--- src/rtl/vend_pkg.sv ---
// vend_pkg: shared definitions for the vending controller.
//   state_t  - controller FSM state encoding
//   ERR_*    - err_code values reported to the host
//   CREDIT_W - width of the credit accumulator and item prices
package vend_pkg;

    localparam int CREDIT_W = 16;

    typedef enum logic [2:0] {
        S_IDLE     = 3'd0,
        S_RD_WAIT  = 3'd1,
        S_CHECK    = 3'd2,
        S_COLLECT  = 3'd3,
        S_DISPENSE = 3'd4,
        S_CHANGE   = 3'd5
    } state_t;

    localparam logic [1:0] ERR_OK       = 2'd0;
    localparam logic [1:0] ERR_SOLD_OUT = 2'd1;
    localparam logic [1:0] ERR_CANCEL   = 2'd2;
    localparam logic [1:0] ERR_TIMEOUT  = 2'd3;

endpackage

--- src/rtl/vend_credit_acc.sv ---
// vend_credit_acc: saturating credit register plus idle-cycle timeout counter.
//   clr_i        - zero the credit (new selection / after refund)
//   run_i        - controller is collecting coins; enables the timeout counter
//   add_i/coin_i - add a coin value, saturating at all-ones
//   sub_i/price_i- deduct the item price when dispensing
//   credit_o     - registered credit
//   credit_nxt_o - credit value being written this cycle (used for refund amount)
//   tmo_o        - this cycle is the last allowed idle cycle
module vend_credit_acc
    import vend_pkg::*;
#(
    parameter int TIMEOUT_CYCLES = 1000
)(
    input  logic                clk,
    input  logic                rst_n,
    input  logic                clr_i,
    input  logic                run_i,
    input  logic                add_i,
    input  logic [7:0]          coin_i,
    input  logic                sub_i,
    input  logic [CREDIT_W-1:0] price_i,
    output logic [CREDIT_W-1:0] credit_o,
    output logic [CREDIT_W-1:0] credit_nxt_o,
    output logic                tmo_o
);

    localparam int TW = $clog2(TIMEOUT_CYCLES + 1);

    logic [CREDIT_W-1:0] credit_q, credit_d;
    logic [CREDIT_W:0]   sum;
    logic [TW-1:0]       tmo_q, tmo_d;

    always_comb begin
        sum      = {1'b0, credit_q} + {{(CREDIT_W + 1 - 8){1'b0}}, coin_i};
        credit_d = credit_q;
        if (clr_i)
            credit_d = '0;
        else if (sub_i)
            credit_d = credit_q - price_i;
        else if (add_i)
            credit_d = sum[CREDIT_W] ? '1 : sum[CREDIT_W-1:0];

        // Counts consecutive coin-free collect cycles; any coin restarts it.
        tmo_d = '0;
        if (run_i && !add_i && !clr_i)
            tmo_d = tmo_q + 1'b1;
    end

    always_ff @(posedge clk or negedge rst_n) begin
        if (!rst_n) begin
            credit_q <= '0;
            tmo_q    <= '0;
        end else begin
            credit_q <= credit_d;
            tmo_q    <= tmo_d;
        end
    end

    assign credit_o     = credit_q;
    assign credit_nxt_o = credit_d;
    assign tmo_o        = run_i && !add_i && (tmo_q == TW'(TIMEOUT_CYCLES - 1));

endmodule

--- src/rtl/vend_controller.sv ---
// vend_controller: single-item vending transaction controller.
//   item_sel_valid/item_sel      - customer selection (accepted in IDLE only)
//   coin_valid/coin_value        - coin insertion; refused outside COLLECT
//   cancel                       - customer abort while collecting
//   mem_raddr                    - item_memory read address (1-cycle latency)
//   mem_item_price/avail_count   - item_memory read data
//   mem_dispense_valid/index     - stock decrement request
//   dispense_done                - product released pulse
//   change_valid/change_amount   - refund pulse
//   coin_reject                  - refused coin pulse
//   busy                         - transaction in progress
//   err_code                     - status of the last transaction
module vend_controller
    import vend_pkg::*;
#(
    parameter int  MAX_ITEMS      = 1024,
    parameter int  TIMEOUT_CYCLES = 1000,
    localparam int ADDR_WIDTH     = $clog2(MAX_ITEMS)
)(
    input  logic                  clk,
    input  logic                  rst_n,
    input  logic                  item_sel_valid,
    input  logic [ADDR_WIDTH-1:0] item_sel,
    input  logic                  coin_valid,
    input  logic [7:0]            coin_value,
    input  logic                  cancel,
    output logic [ADDR_WIDTH-1:0] mem_raddr,
    input  logic [15:0]           mem_item_price,
    input  logic [7:0]            mem_avail_count,
    output logic                  mem_dispense_valid,
    output logic [ADDR_WIDTH-1:0] mem_dispense_index,
    output logic                  dispense_done,
    output logic                  change_valid,
    output logic [15:0]           change_amount,
    output logic                  coin_reject,
    output logic                  busy,
    output logic [1:0]            err_code
);

    state_t                state_q;
    logic [ADDR_WIDTH-1:0] idx_q;
    logic [CREDIT_W-1:0]   price_q;
    logic [1:0]            err_q;
    logic                  disp_q, done_q, chg_v_q, rej_q;
    logic [CREDIT_W-1:0]   chg_amt_q;

    logic [CREDIT_W-1:0]   credit, credit_nxt;
    logic                  tmo_hit;
    logic                  acc_clr, acc_run, acc_add, acc_sub;

    // Credit is cleared on a new selection and once the refund has been issued.
    assign acc_clr = ((state_q == S_IDLE) && item_sel_valid) || (state_q == S_CHANGE);
    assign acc_run = (state_q == S_COLLECT);
    assign acc_add = acc_run && coin_valid;
    assign acc_sub = (state_q == S_DISPENSE);

    vend_credit_acc #(
        .TIMEOUT_CYCLES (TIMEOUT_CYCLES)
    ) u_acc (
        .clk          (clk),
        .rst_n        (rst_n),
        .clr_i        (acc_clr),
        .run_i        (acc_run),
        .add_i        (acc_add),
        .coin_i       (coin_value),
        .sub_i        (acc_sub),
        .price_i      (price_q),
        .credit_o     (credit),
        .credit_nxt_o (credit_nxt),
        .tmo_o        (tmo_hit)
    );

    // Pulses are registered on entry to the state that owns them, so the
    // refund amount is taken from the credit value being written this cycle
    // (includes a same-cycle coin on cancel, or the post-dispense remainder).
    always_ff @(posedge clk or negedge rst_n) begin
        if (!rst_n) begin
            state_q   <= S_IDLE;
            idx_q     <= '0;
            price_q   <= '0;
            err_q     <= ERR_OK;
            disp_q    <= 1'b0;
            done_q    <= 1'b0;
            chg_v_q   <= 1'b0;
            chg_amt_q <= '0;
            rej_q     <= 1'b0;
        end else begin
            disp_q    <= 1'b0;
            done_q    <= 1'b0;
            chg_v_q   <= 1'b0;
            chg_amt_q <= '0;
            rej_q     <= coin_valid && (state_q != S_COLLECT);
            case (state_q)
                S_IDLE: begin
                    if (item_sel_valid) begin
                        idx_q   <= item_sel;
                        err_q   <= ERR_OK;
                        state_q <= S_RD_WAIT;
                    end
                end
                S_RD_WAIT: state_q <= S_CHECK;
                S_CHECK: begin
                    if (mem_avail_count == 8'd0) begin
                        err_q   <= ERR_SOLD_OUT;
                        state_q <= S_IDLE;
                    end else begin
                        price_q <= mem_item_price;
                        state_q <= S_COLLECT;
                    end
                end
                S_COLLECT: begin
                    // cancel outranks a completed payment in the same cycle
                    if (cancel) begin
                        err_q     <= ERR_CANCEL;
                        chg_v_q   <= (credit_nxt != '0);
                        chg_amt_q <= credit_nxt;
                        state_q   <= S_CHANGE;
                    end else if (credit >= price_q) begin
                        disp_q  <= 1'b1;
                        done_q  <= 1'b1;
                        state_q <= S_DISPENSE;
                    end else if (tmo_hit) begin
                        err_q     <= ERR_TIMEOUT;
                        chg_v_q   <= (credit_nxt != '0);
                        chg_amt_q <= credit_nxt;
                        state_q   <= S_CHANGE;
                    end
                end
                S_DISPENSE: begin
                    chg_v_q   <= (credit_nxt != '0);
                    chg_amt_q <= credit_nxt;
                    state_q   <= S_CHANGE;
                end
                S_CHANGE: state_q <= S_IDLE;
                default:  state_q <= S_IDLE;
            endcase
        end
    end

    assign mem_raddr          = idx_q;
    assign mem_dispense_valid = disp_q;
    assign mem_dispense_index = disp_q ? idx_q : '0;
    assign dispense_done      = done_q;
    assign change_valid       = chg_v_q;
    assign change_amount      = chg_amt_q;
    assign coin_reject        = rej_q;
    assign busy               = (state_q != S_IDLE);
    assign err_code           = err_q;

endmodule

--- config.mk ---
export PLATFORM = sky130hd
export DESIGN_NAME = vend_controller
export DESIGN_NICKNAME = d
export VERILOG_FILES = /design/src/rtl/vend_pkg.sv /design/src/rtl/vend_credit_acc.sv /design/src/rtl/vend_controller.sv
export SDC_FILE = /design/constraint.sdc
export NUM_CORES = 1
export LEC_CHECK = 0
export CAP_MARGIN = 5
export CELL_PAD_IN_SITES_DETAIL_PLACEMENT = 0
export CELL_PAD_IN_SITES_GLOBAL_PLACEMENT = 1
export CORE_MARGIN = 1
export CORE_UTILIZATION = 42
export CTS_CLUSTER_SIZE = 28
export DETAILED_ROUTE_END_ITERATION = 6
export HOLD_SLACK_MARGIN = 0.12
export PLACE_DENSITY = 0.87
export SYNTH_ARGS = -nofsm -noshare
export SYNTH_HDL_FRONTEND = slang
export SYNTH_SLANG_ARGS = --single-unit
--- constraint.sdc ---
create_clock -name clk -period 7.85 [get_ports clk]
set_clock_uncertainty 0.2 [all_clocks]
set_input_delay 0.785 -clock clk [delete_from_list [all_inputs] [get_ports clk]]
set_output_delay 0.785 -clock clk [all_outputs]
set_load 0.02 [all_outputs]
---- After elaboration in Yosys (flattened, before gate mapping) ----
Index checks and enable logic that the tools add are counted.
storage, ports and cells
  bits in writable memories ............... 0
  bits in latches ......................... 0
  memories ................................ 0
  ROM bits ................................ 0
  bits of input ports ..................... 47
  register bits after elaboration ......... 76
  output and inout port bits .............. 43
  word-level logic and storage cells ...... 74
operators by class
  bitwise gates (word level) .............. 1
  divide/modulo/power cells ............... 0
  add/sub/neg operators ................... 3
  shifts and indexed selects .............. 0
  reductions and logical operators ........ 18
  $mul .................................... 0
  equal/unequal tests ..................... 12
  mux-type cells .......................... 29
  magnitude comparators ................... 1
operator list
  kind                                                             number
  16-bit 2-to-1 mux                                                7
  16-bit case mux with 2 select lines                              1
  10-bit 2-to-1 mux                                                2
  16-bit by 8-bit adder with 17-bit output                         1
  16-bit greater-or-equal comparator                               1
  16-bit nonzero test                                              1
  16-bit subtractor                                                1
  3-bit case mux with 5 select lines                               1
  2-bit 2-to-1 mux                                                 6
  3-bit 2-to-1 mux                                                 4
  10-bit by 1-bit adder with 10-bit output, second input constant  1
  10-bit == test, second input constant                            1
  8-bit logical NOT                                                1
  3-bit by 2-bit == test with 1-bit output, second input constant  2
  3-bit == test, second input constant                             2
  1-bit logical AND                                                6
  1-bit 2-to-1 mux                                                 6
  3-bit != test, second input constant                             2
  2-bit case mux with 3 select lines                               1
  2-bit AND reduction                                              3
  3-bit nonzero test                                               2
  5-bit AND reduction                                              1
  2-bit != test, second input constant                             2
  4-bit by 3-bit != test with 1-bit output, second input constant  1
  other kinds (7)                                                  8

---- Longest topological paths before layout ----
Gate-level depths: netlist of the first run.
  depth in word-level cells ............... 10
  gate-level depth with buffers ........... 13
  depth with buffers taken out ............ 12

---- Cells and area by module ----
Synthesis of the first run repeated with hierarchy kept, for this count alone.
unflattened totals
  cells, all modules ...................... 515
  area total of the unflattened synthesis .. 4,908.5 um^2
modules (own cells, without submodules)
  module           times used  sequential area each (um^2)  area each (um^2)  cells an instance
  vend_controller  1           1,251.2                      2,457.4           225
  vend_credit_acc  1           650.6                        2,451.1           290

---- Least setup slack after synthesis of the first run ----
No wires, ideal clock.
  kind .................................... input to register
  start point ............................. in coin_value[0]
  end point ............................... reg chg_v_q, in the netlist change_valid
  stages .................................. 11
  data required time ...................... 7.522 ns
  data arrival time ....................... 3.038 ns
  setup time .............................. 0.128 ns
  slack ................................... 4.484 ns
  buffers on the path ..................... 0
  cells stage by stage .................... ha_1 > fa_1 > a211oi_1 > o21ai_1 > a21o_1 > a211o_1 > nand3_1 > o21ai_0 > nor4_1 > and4_1 > a21oi_1
between the ends
  longest elaborated chain between the ends .. 10
ends and longest elaborated chain
  item                                          RTL line                                                                source
  start, declared                               vend_controller.sv:25                                                   input logic [7:0] coin_value,
  16-bit by 8-bit adder with 17-bit output (*)  vend_credit_acc.sv:34                                                   sum = {1'b0, credit_q} + {{(CREDIT_W + 1 - 8){1'b0}}, coin_i};
  16-bit 2-to-1 mux (*)                         vend_credit_acc.sv:41                                                   credit_d = sum[CREDIT_W] ? '1 : sum[CREDIT_W-1:0];
  16-bit 2-to-1 mux (*)                         vend_credit_acc.sv:40                                                   else if (add_i)
  16-bit 2-to-1 mux (*)                         vend_credit_acc.sv:38                                                   else if (sub_i)
  16-bit 2-to-1 mux (*)                         vend_credit_acc.sv:36                                                   if (clr_i)
  16-bit nonzero test (*)                       vend_controller.sv:115, vend_controller.sv:124, vend_controller.sv:130
  1-bit 2-to-1 mux                              vend_controller.sv:122                                                  end else if (tmo_hit) begin
  1-bit 2-to-1 mux                              vend_controller.sv:118                                                  end else if (credit >= price_q) begin
  1-bit 2-to-1 mux                              vend_controller.sv:113                                                  if (cancel) begin
  1-bit case mux with 2 select lines (*)        vend_controller.sv:93                                                   case (state_q)
  end signal, assigned                          vend_controller.sv:115                                                  chg_v_q <= (credit_nxt != '0);
  end signal, assigned                          vend_controller.sv:124                                                  chg_v_q <= (credit_nxt != '0);
  end signal, assigned                          vend_controller.sv:130                                                  chg_v_q <= (credit_nxt != '0);
  end, declared                                 vend_controller.sv:44                                                   logic disp_q, done_q, chg_v_q, rej_q;
Mark *: on every way between the ends. The rest lies on a longest branch, timed or not.
A chain may end at the register's enable or synchronous reset.

---- Worst setup path after layout of the first run ----
Same ends and word-level chain as after synthesis.

==> results of run 1 <==
worst paths after layout:
check	startpoint	endpoint
min	u_acc.tmo_q[0]	u_acc.tmo_q[0]
min in group asynchronous	rst_n	price_q[13]
min reg2reg	u_acc.tmo_q[0]	u_acc.tmo_q[0]
max reg2reg	u_acc.credit_o[0]	change_valid
max	coin_value[0]	change_valid
max in group asynchronous	rst_n	u_acc.credit_o[15]
sequential cells by signal, summed over array words and instances (netlist names):
register,count
change_amount,16
price_q,16
u_acc.credit_o,16
mem_raddr,10
u_acc.tmo_q,10
state_q,3
err_code,2
change_valid,1
coin_reject,1
dispense_done,1
kinds of logic (layout without fill, tap and decap cells):
logic type,Yosys count,count (layout)
buffers and inverters,47,137
flip-flops,76,76
adder cells (fa/ha/maj),27,27
AND/OR/NAND/NOR,184,184
AO/OA/AOI/OAI,133,133
multiplexers,14,14
XOR/XNOR,21,21
final cells by class:
class	count	area [sq um]	area share (%)
repair buffers	90	896	15.7
clock inverters	5	53.8	0.944
well taps	136	170	2.99
inverters	32	120	2.11
multi-input cells	379	2430	42.6
clock buffers	10	128	2.24
flip-flops and latches	76	1900	33.4
cell usage after synthesis (2+ instances only):
cell	n	area share [%]
dfrtp_1	76	42
nor2_1	53	4.4
nand2_1	44	3.7
o21ai_0	40	4.4
a21oi_1	37	4.1
inv_1	32	2.7
ha_1	25	6.9
and2_1	15	2.1
nand3_1	15	1.7
nor3_1	14	1.5
xnor2_1	13	2.5
mux2_2	12	3.0
clkbuf_1	11	0.91
a21o_1	8	1.3
xor2_1	8	1.5
nor2b_1	7	0.97
o211ai_1	7	1.2
or3_1	7	0.97
nand2b_1	6	0.83
nor4_1	6	0.83
a211oi_1	5	0.83
nand4_1	5	0.69
a31oi_1	4	0.55
a21oi_2	3	0.58
a221oi_1	3	0.58
and3_1	3	0.41
o21bai_1	3	0.50
o22ai_1	3	0.41
a22o_1	2	0.39
a22oi_1	2	0.33
a2bb2oi_1	2	0.39
and4_1	2	0.39
buf_4	2	0.33
fa_1	2	0.89
mux2i_1	2	0.44
o21a_1	2	0.33
or3b_2	2	0.39
stage by stage:
stage | std cells | power, uW | area (sq um) | setup slack [ps] | utilization [%]
after floorplan | 502 | 1570 | 4520 | 4480 | -
after global placement | 713 | 1940 | 5520 | 3820 | 53.2
after detailed placement | 713 | 1970 | 5520 | 3750 | 53.2
after CTS | 728 | 2260 | 5700 | 4120 | 54.9
after global routing | 728 | 2430 | 5700 | 3800 | 54.9
final | 728 | 2250 | 5700 | 4080 | 54.9
routing by layer:
| metal | up-vias | global-route usage, % | wire length (um) |
|---|---|---|---|
| met5 | - | 0 | 0 |
| met4 | 0 | 10.6 | 428 |
| met1 | 1876 | 25.5 | 4850 |
| li1 | 1951 | - | - |
| met3 | 34 | 3.83 | 590 |
| met2 | 145 | 36.8 | 5480 |
report_power, final:
group / switching, uW / internal, uW / leakage (uW)
combinational: 770 / 566 / 0.00139
sequential: 109 / 521 / 0.000987
clock: 142 / 144 / 0.0000959
total: 1020 / 1230 / 0.00248
worst max-delay path, cell delays in order:
cell and delay, ps:
clkdlybuf4s50_1 400, ha_1 230, fa_1 410, a211oi_1 390, o211ai_1 180, a21oi_1 360, a21oi_1 110, a21oi_1 210
nand3_1 140, nor4_1 310, and4_1 220, a21oi_1 60
==> flow_summary.toml, run 1 <==
[floorplan]
coreArea_sq_um = 10400
initial_core_util_pct = 43.6
io_pins = 90
fp.dieArea_sq_um = 11200
rows = 37
fp.dieW_um = 106
die_height_um = 106

[cells_and_area]
area_delta_synth_final_pct = 26.0
diodes = 0
drive_above_1_share_pct = 6.42
final_common_cell = "clkdlybuf4s50_1"
nFillCells = 965
nNetsFinal = 662
most-common-layout-cells = "88 x clkdlybuf4s50_1, 76 x dfrtp_1, 53 x nor2_1"

[global_route]
track_usage_pct = 21.3
grt_pass1_vias = 3942
grt_pass1_wl_um = 18600
grt.overflow.total = 0
grt_max_degree = 77
antenna_found_initial = 0

[min_path]
hold_class = "reg2reg"
hold_depth = 1

[critical_path]
worstSetupPathType = "in2reg"
ff2ff_path_depth = 11
required_ps = 7880
cp.arrival_ps = 3800
start_kind = "primary input"
reg2reg_setup_slack_ps = 4550
critPathMaxFanout = 4
end_kind = "flip-flop"

[routing]
postRouteAntennaNets = 0
drcViolationCount = 0
drt_pass1_iterations = 4
routed-via-count = 4006
drtIter0Drc = 214
wl_per_cell_um = 15.6
drt-total-wl_um = 11300
vias_per_cell = 5.50

[yosys]
ys.flop_type = "dfrtp_1"
synthCells = 502
ys_types = 56
syn-num-nets = 576
synth_edf_count = 0
synth_top_family_by_area = "simple AND/OR/NAND/NOR gates"
synth_mux_area_share_pct = 3.43
synthXorXnorAreaFrac_pct = 4.07
synth-adder-area-share_pct = 7.80
synth_compound_area_share_pct = 18.7
syn_area_sq_um = 4520
async_flop_share_pct = 100
ys_ff_latch = 76
ys_seq_area_share_pct = 42.0
syn_area_per_cell_sq_um = 9.01
yosysWarningCount = 0
yosys.area_share.simple_pct = 19.7

[run_status]
status = "finished clean"

[timing]
hold_slack_ps = 260
slew_violations = 0
tns_ps = 0
rsz0062_at_grt = "no"
fmax_ghz = 0.265
setup_viol = 0
worstMarginPinSlew_ps = 975
post-route-period-util_pct = 48.1
slew_headroom_pct = 35.0
hold_viol = 0
fin_crit_ps = 3770

[flow_run]
maxCapViolations = 0

[place]
detailed_place_hpwl_um = 8650
io_buffers = 89
gp_congestion = 0.930

[clock_tree]
root_buffer = "clkbuf_8"
postCtsHoldBufs = 0
ctsResizeCount = 0
cts.clk_slew.worst_paths_ps = 70
cts.sinks = 76
numCtsBuffers = 9
cts_setup_buffers = 0
clockBufferDepth = 2
clk_latency_ps = 350
h-tree-depth = 3
cts_tree = "built"

[power]
leakage_uw = 0.00248
cellPowerDensity_nw_per_um2 = 395
ir_drop_mv = 0.204
Power figures use the tool's default switching activity.
==> inputs of run 2 (changes only) <==
CORE_UTILIZATION = 35   (was 42)
PLACE_DENSITY = 0.78   (was 0.87)
clock period = 3.1 ns   (was 7.85 ns; I/O delays follow)
==> flow_summary.toml, run 2 (synthesis gave the netlist of run 1 again) <==
[critical_path]
r2r_end = "change_valid"
r2r-start = "u_acc.credit_o[7]"
reg2reg_setup_slack_ps = 130
critPathTopFamily = "compound AO/OA/AOI/OAI gates"
required_ps = 3170
start_kind = "flip-flop"
cp_cell_sequence = "ha_1 -> buf_4 -> nand2_1 -> a2111oi_0 -> a21oi_2 -> buf_4 -> nand2_1 -> o211ai_1 -> nand3_1 -> nor4_2 -> and4_1 -> a21oi_1"
slowest_delay_ps = 800
critPathSlowestCell = "a2111oi_0"
cp.arrival_ps = 3040
crit_buf_inv = 2
worstSetupPathType = "reg2reg"
end_kind = "flip-flop"
critPathMaxFanout = 3
ff2ff_path_depth = 12

[run_status]
status = "finished clean"

[min_path]
hold_depth = 1
min_to = "u_acc.tmo_q[0]"
hold_class = "reg2reg"
hp-start = "u_acc.tmo_q[0]"

[power]
leakage_uw = 0.00282
total_power_uw = 6830
ir_drop_mv = 0.552
cellPowerDensity_nw_per_um2 = 1060

[routing]
drt-total-wl_um = 12400
postRouteAntennaNets = 0
wl_per_cell_um = 15.1
routed.top_layer = "met4"
drt_pass1_iterations = 4
routed-via-count = 4188
wl_met2_um = 6000
drt-met1-wl_um = 5330
vias_per_cell = 5.09
drtIter0Drc = 225
drcViolationCount = 0
met3_length_um = 745

[global_route]
antenna_found_initial = 0
track_usage_pct = 19.2
grt.overflow.total = 0
grt_max_degree = 77
grt_pass1_vias = 4162
grt_pass1_wl_um = 19500

[clock_tree]
clk_latency_ps = 340
h-tree-depth = 3
numCtsBuffers = 9
cts.clk_slew.worst_paths_ps = 60
cts.sinks = 76
root_buffer = "clkbuf_16"
cts_tree = "built"
clockBufferDepth = 2

[timing]
tns_ps = 0
hold_viol = 0
post-route-period-util_pct = 95.8
setup_ws_ps = 130
worstMarginPinSlew_ps = 967
rsz0062_at_grt = "yes"
fin_crit_ps = 2970
slew_violations = 0
slew_headroom_pct = 35.5
setup_viol = 0
fmax_ghz = 0.337

[cells_and_area]
nFillCells = 1247
final_common_cell = "clkdlybuf4s50_1"
most-common-layout-cells = "88 x clkdlybuf4s50_1, 76 x dfrtp_1, 56 x buf_4"
nNetsFinal = 719
diodes = 0
area_delta_synth_final_pct = 41.8
fin_area_sq_um = 6410
drive_above_1_share_pct = 16.5

[place]
gp_congestion = 0.912
place_ws_ps = -379
detailed_place_hpwl_um = 9390
io_buffers = 89
placed_cell_area_sq_um = 5960

[flow_run]
maxCapViolations = 0

[floorplan]
die_height_um = 116
io_pins = 90
rows = 41
initial_core_util_pct = 35.8
fp.dieW_um = 116
coreArea_sq_um = 12600
fp.dieArea_sq_um = 13400
run 2: changes by cell type in the layout (fill, tap and decap cells not counted), moves of 3 or more:
| cell | before | now |
|---|---|---|
| buf_4 | 2 | 56 |
| clkbuf_16 | 0 | 9 |
| clkbuf_8 | 9 | 2 |
| clkinv_2 | 3 | 0 |
| o21ai_0 | 40 | 37 |
| o21ai_1 | 1 | 4 |
run 2: final cells by class:
class                           instances  area [sq um]  area share, %
Inverter                               32           120           1.87
Clock inverter                          5           106           1.66
Tap cell                              172           215           3.36
Clock buffer                           11           253           3.94
Sequential cell                        76          1900           29.7
Multi-Input combinational cell        381          2510           39.1
Timing Repair Buffer                  145          1310           20.4
run 2: worst max-delay path by stage:
stage | start | end | slack, ps | cells past startpoint
global placement | coin_value[0] | change_valid | -300 | 13
detailed placement | coin_value[0] | change_valid | -380 | 13
global route | u_acc.credit_o[0] | state_q[0] | -10 | 15
CTS | coin_value[0] | change_valid | 10 | 13
finish | u_acc.credit_o[7] | change_valid | 130 | 12
floorplan | u_acc.credit_o[0] | change_valid | 170 | 11
run 2: stage by stage:
step,hold slack (ps),utilization [%],instances
global route,272,50.8,822
global placement,240,47.2,802
finish,255,50.8,822
CTS,259,50.2,819
floorplan,-186,-,502
detailed placement,251,47.2,802
run 2: where the power goes:
group	switching [uW]	internal (uW)
combinational	2140	1860
clock	417	833
sequential	251	1320
run 2: repair_timing:
action / CTS / global route
hold buffers: 1 / 0
endpoints found under the hold margin: 76 / 0
setup buffers: 0 / 1
gates cloned: 0 / 2
setup endpoints to repair: 1 / 17
gates resized for setup: 2 / 15
pin swaps: 0 / 9
run 2: worst reg2reg max path, cell delays in order (launching register included):
cell,delay (ps)
dfrtp_1,430
ha_1,320
buf_4,110
nand2_1,60
a2111oi_0,800
a21oi_2,150
buf_4,190
nand2_1,50
o211ai_1,110
nand3_1,120
nor4_2,60
and4_1,180
a21oi_1,120
run 2: routing by layer:
layer | global-route usage, % | up-vias
li1 | - | 2063
met1 | 21.5 | 1976
met2 | 33.9 | 127
met3 | 5.54 | 22
met4 | 8.38 | 0
met5 | 0 | -
==> inputs of run 3 (changes only) <==
CORE_UTILIZATION = 43   (was 35)
CTS_CLUSTER_SIZE = unset   (was 28)
DONT_BUFFER_PORTS = 1   (was unset)
PLACE_DENSITY = 0.86   (was 0.78)
==> flow_summary.toml, run 3 (synthesis gave the netlist of run 1 again) <==
[run_status]
status = "finished clean"

[floorplan]
fp.dieW_um = 105
die_height_um = 105
initial_core_util_pct = 44.0
coreArea_sq_um = 10300
io_pins = 90
rows = 37
fp.dieArea_sq_um = 10900

[min_path]
hold_class = "in2reg"

[timing]
tns_ps = 0
rsz0062_at_grt = "yes"
post-route-period-util_pct = 96.7
worstMarginPinSlew_ps = 700
fmax_ghz = 0.334
hold_viol = 0
fin_crit_ps = 3000
setup_viol = 0
slew_headroom_pct = 53.3
slew_violations = 0

[clock_tree]
clk_latency_ps = 360
clockBufferDepth = 2
root_buffer = "clkbuf_8"
cts.clk_slew.worst_paths_ps = 80
cts_tree = "built"
numCtsBuffers = 9
cts.sinks = 76
h-tree-depth = 3

[flow_run]
maxCapViolations = 0

[global_route]
track_usage_pct = 21.9
grt.overflow.total = 0
grt_max_degree = 77
grt_pass1_wl_um = 19100
antenna_found_initial = 0
grt_pass1_vias = 4135

[routing]
drt_pass1_iterations = 6
vias_per_cell = 5.67
drtIter0Drc = 264
wl_per_cell_um = 16.4
postRouteAntennaNets = 0
drt-total-wl_um = 11500
routed-via-count = 3972
drcViolationCount = 0

[power]
cellPowerDensity_nw_per_um2 = 1100
ir_drop_mv = 0.675
leakage_uw = 0.00244

[cells_and_area]
fin_cells = 701
nNetsFinal = 634
diodes = 0
final_common_cell = "dfrtp_1"
area_delta_synth_final_pct = 21.3
drive_above_1_share_pct = 14.5
most-common-layout-cells = "76 x dfrtp_1, 53 x nor2_1, 44 x nand2_1"

[critical_path]
worstSetupPathType = "reg2reg"
critPathMaxFanout = 4
reg2reg_setup_slack_ps = 100
cp.arrival_ps = 3040
end_kind = "flip-flop"
start_kind = "flip-flop"
required_ps = 3140

[place]
detailed_place_hpwl_um = 8190
gp_congestion = 0.942
io_buffers = 0
dp_cells = 650
[run 3: cell types whose count changed in the layout (fill, tap and decap cells not counted), moves of 2 or more]
cell / change
buf_4: -26
clkbuf_16: -9
clkbuf_8: +7
dlygate4sd3_1: +29
clkdlybuf4s50_1: -88
inv_6: +2
[run 3: per-stage QoR]
stage               area [sq um]  hold WS, ps  setup WS [ps]  total power [uW]  utilization, %
CTS                         5380          213           14.3              5860            52.4
global route                5490          169           -103              6550            53.4
global placement            4820         -184           60.8              4820            46.9
finish                      5490          158            102              6040            53.4
detailed placement          4820         -184          0.778              4900            46.9
floorplan                   4520         -186            166              3980               -
[run 3: path summary, 6_finish.rpt]
check / start / to / depth (start not counted)
hold / removal: coin_value[0] / u_acc.credit_o[0] / 4
setup reg to reg: u_acc.credit_o[0] / change_valid / 11
setup / recovery: u_acc.credit_o[0] / change_valid / 11
min in group asynchronous: rst_n / u_acc.tmo_q[7] / 2
max in group asynchronous: rst_n / u_acc.credit_o[0] / 2
hold reg to reg: u_acc.tmo_q[0] / u_acc.tmo_q[0] / 1
[run 3: layout make-up]
type	count	area [sq um]
clock buffers	9	124
clock inverters	7	105
fillers	952	4790
inverters	32	120
multi-input cells	380	2510
flip-flops and latches	76	1900
well taps	136	170
repair buffers	61	553
[run 3: what timing repair did]
| item | in CTS | in global routing |
|---|---|---|
| hold buffers | 31 | 0 |
| setup endpoints to repair | 1 | 17 |
| gates cloned | 0 | 1 |
| endpoints found under the hold margin | 119 | 0 |
| pin swaps | 1 | 11 |
| resized for setup | 1 | 18 |
| setup buffers | 0 | 3 |
[run 3: routing by layer]
| layer | up-vias | GRT usage (%) | share of wire, % |
|---|---|---|---|
| met5 | - | 0 | 0 |
| met2 | 154 | 38.1 | 49 |
| met3 | 41 | 5.86 | 5.9 |
| met4 | 0 | 8.98 | 3.0 |
| li1 | 1890 | - | - |
| met1 | 1887 | 25.4 | 42 |
[run 3: worst max-delay path: stages, from the launching register on]
cell,delay (ps)
dfrtp_1,420
ha_4,180
fa_2,400
a211oi_2,200
buf_4,160
o21ai_2,90
a21oi_1,260
mux2_2,210
a2bb2oi_1,210
nand2_1,100
nor4_2,340
a21oi_1,110
[run 3: power by group]
group          switching (uW)  total (uW)  internal [uW]
sequential                436        1750           1320
combinational            1920        3410           1500
clock                     407         874            467
total                    2760        6040           3280
==> edit, RTL diff (flow settings as in run 3) <==
Register the outputs `mem_dispense_index` and `busy`, without a reset; this adds one clock of latency there. The other outputs are not delayed to match.
--- a/src/rtl/vend_controller.sv
+++ b/src/rtl/vend_controller.sv
@@ -139,12 +139,14 @@
 
     assign mem_raddr          = idx_q;
     assign mem_dispense_valid = disp_q;
-    assign mem_dispense_index = disp_q ? idx_q : '0;
     assign dispense_done      = done_q;
     assign change_valid       = chg_v_q;
     assign change_amount      = chg_amt_q;
     assign coin_reject        = rej_q;
-    assign busy               = (state_q != S_IDLE);
+    always_ff @(posedge clk) begin
+        mem_dispense_index <= disp_q ? idx_q : '0;
+        busy               <= (state_q != S_IDLE);
+    end
     assign err_code           = err_q;
 
 endmodule
Check against the original RTL: not equivalent (Yosys sat finds a counterexample within 4 cycles, from zero or initial values and one cycle with rst_n low).
==> edit against run 3 <==
The flow now finishes with violations (setup timing). Design area up 8.3%. Final cell count up 3.3%. Total power up 6.1%. Setup slack worse by 0.11 ns. Synthesized cell count down 1.0%. Clock power down 14%. Critical path depth up 5. Wire length up 5.1%. Sequential share of layout area up 1.1 points. Via count up 0.81%. Largest cell class unchanged. Area after synthesis up 6.7%. Sequential cell count up 11.
==> edit: results (changes against run 3) <==
| Metric | Value |
|---|---|
| Worst Slack Setup Final | `-0.0116 ns (-0.113 ns)` |
| First-pass GRT wire length | `19200 µm (+0.80%)` |
| Worst-Skew Late Latency | `0.38 ns (+0.02 ns)` |
| CP max stage delay | `0.40 ns (-0.02 ns)` |
| Nets@finish | `653 (+3.0%)` |
| Dpl hpwl | `8780 µm (+7.2%)` |
| GRT Total Usage | `21.9% (about the same)` |
| Area contributors post-synth | `dfrtp_1 (39%), ha_1 (6.5%), dfxtp_1 (4.6%)` |
| Ys flop type | `dfrtp_1` |
| Status | `finished with violations` |
| Synth Net Count | `571 (-0.87%)` |
| DRT iter0 DRCs | `168 (-36%)` |
| Relative slew slack | `58.3% (+5.0 points)` |
| Vias in the first global route | `3998 (-3.3%)` |
| Routed WL | `12100 µm (+5.1%)` |
| Ys async rst share | `87.4% (-13 points)` |
| Gpl congestion | `0.929 (-1.3%)` |
| Register area share after synthesis | `43.9% (+1.9 points)` |
| Fill cells | `917 (-3.7%)` |
| Max VDD drop | `0.455 mV (-33%)` |
| Violated checks | `setup timing` |
| Layout cells sized above 1 | `20.5% (+6.0 points)` |
| Leak | `2.67 nW (+9.6%)` |
| Vias per cell | `5.53 (-2.4%)` |
| Final setup fails | `1 (+1)` |
| Setup TNS | `-0.0116 ns (-0.0116 ns)` |
| Library cells used by synthesis | `72 (+29%)` |
| Data arrival time of the worst path | `3.17 ns (+0.13 ns)` |
| Synth cell count leaders | `dfrtp_1 (76), nand2_1 (42), nor2_1 (35), o21ai_0 (35), inv_1 (32)` |
| Drt pass-1 iters | `4 (-2)` |
## edit: layout make-up
cell class,count,area [µm²],area share (%)
clock buffer,11,141,2.38
clock inverter,5,41.3,0.695
inverter,33,124,2.09
multi-input combinational,362,2580,43.4
sequential,87,2120,35.8
tap,140,175,2.95
timing repair buffer,86,753,12.7
## edit: report_power, final
part | switching (mW) | total, mW | leakage [nW] | internal, mW
Sequential | 0.479 | 1.97 | 1.07 | 1.49
Combinational | 2.01 | 3.69 | 1.52 | 1.68
Clock | 0.432 | 0.752 | 0.0866 | 0.320
Total | 2.92 | 6.41 | 2.67 | 3.49
## edit: cells by family (layout without fill, tap and decap cells)
group	Yosys count	count (layout)	share of synthesized area, %
compound gates	132	132	19.2
mux	16	16	3.63
fa+ha+maj	27	27	7.31
flops	87	87	43.9
buf+inv	48	135	4.28
xor+xnor	24	24	4.35
simple gates	163	163	17.3
## edit: metrics by stage
step | area, µm² | std cells | worst slack, ns | hold WS, ns | total power [mW]
floorplan | 4830 | 497 | 0.0919 | -0.186 | 4.27
global placement | 5230 | 661 | -0.0289 | -0.183 | 5.21
detailed placement | 5230 | 661 | -0.145 | -0.183 | 5.28
CTS | 5820 | 716 | -0.0162 | 0.121 | 6.19
global route | 5940 | 724 | -0.132 | 0.174 | 6.91
finish | 5940 | 724 | -0.0116 | 0.133 | 6.41
## edit: path summary, 6_finish.rpt
kind	startpoint	end	slack, ns	cells after the start
max in group asynchronous	rst_n	u_acc.credit_o[4]	2.04	2
hold / removal	item_sel_valid	err_code[0]	0.13	3
hold reg to reg	u_acc.tmo_q[0]	u_acc.tmo_q[0]	0.30	1
setup reg to reg	u_acc.credit_o[0]	change_amount[3]	-0.01	16
setup / recovery	u_acc.credit_o[0]	change_amount[3]	-0.01	16
min in group asynchronous	rst_n	u_acc.credit_o[0]	0.28	2
## edit: critical path: cells and delay by family (launching register included)
kind | cells | cell delay [ns]
adder cells (fa/ha/maj) | 2 | 0.60
buffers and inverters | 9 | 0.87
flip-flops | 1 | 0.40
AO/OA/AOI/OAI | 5 | 0.92
## edit: per-layer routing
| metal | GRT usage (%) | up-vias | part of all wire (%) |
|---|---|---|---|
| met5 | 0 | - | 0 |
| met3 | 4.58 | 32 | 5.6 |
| met2 | 35.4 | 140 | 47 |
| li1 | - | 1931 | - |
| met1 | 27.5 | 1901 | 44 |
| met4 | 11.6 | 0 | 3.2 |
## edit: repair_timing
item                                    in CTS  in global routing
pin swaps                                    7                 14
endpoints found under the setup margin       9                 22
gates cloned                                 0                  0
buffers inserted                             8                  8
hold buffers                                31                  0
endpoints found under the hold margin      109                  0
gates resized for setup                      8                 17
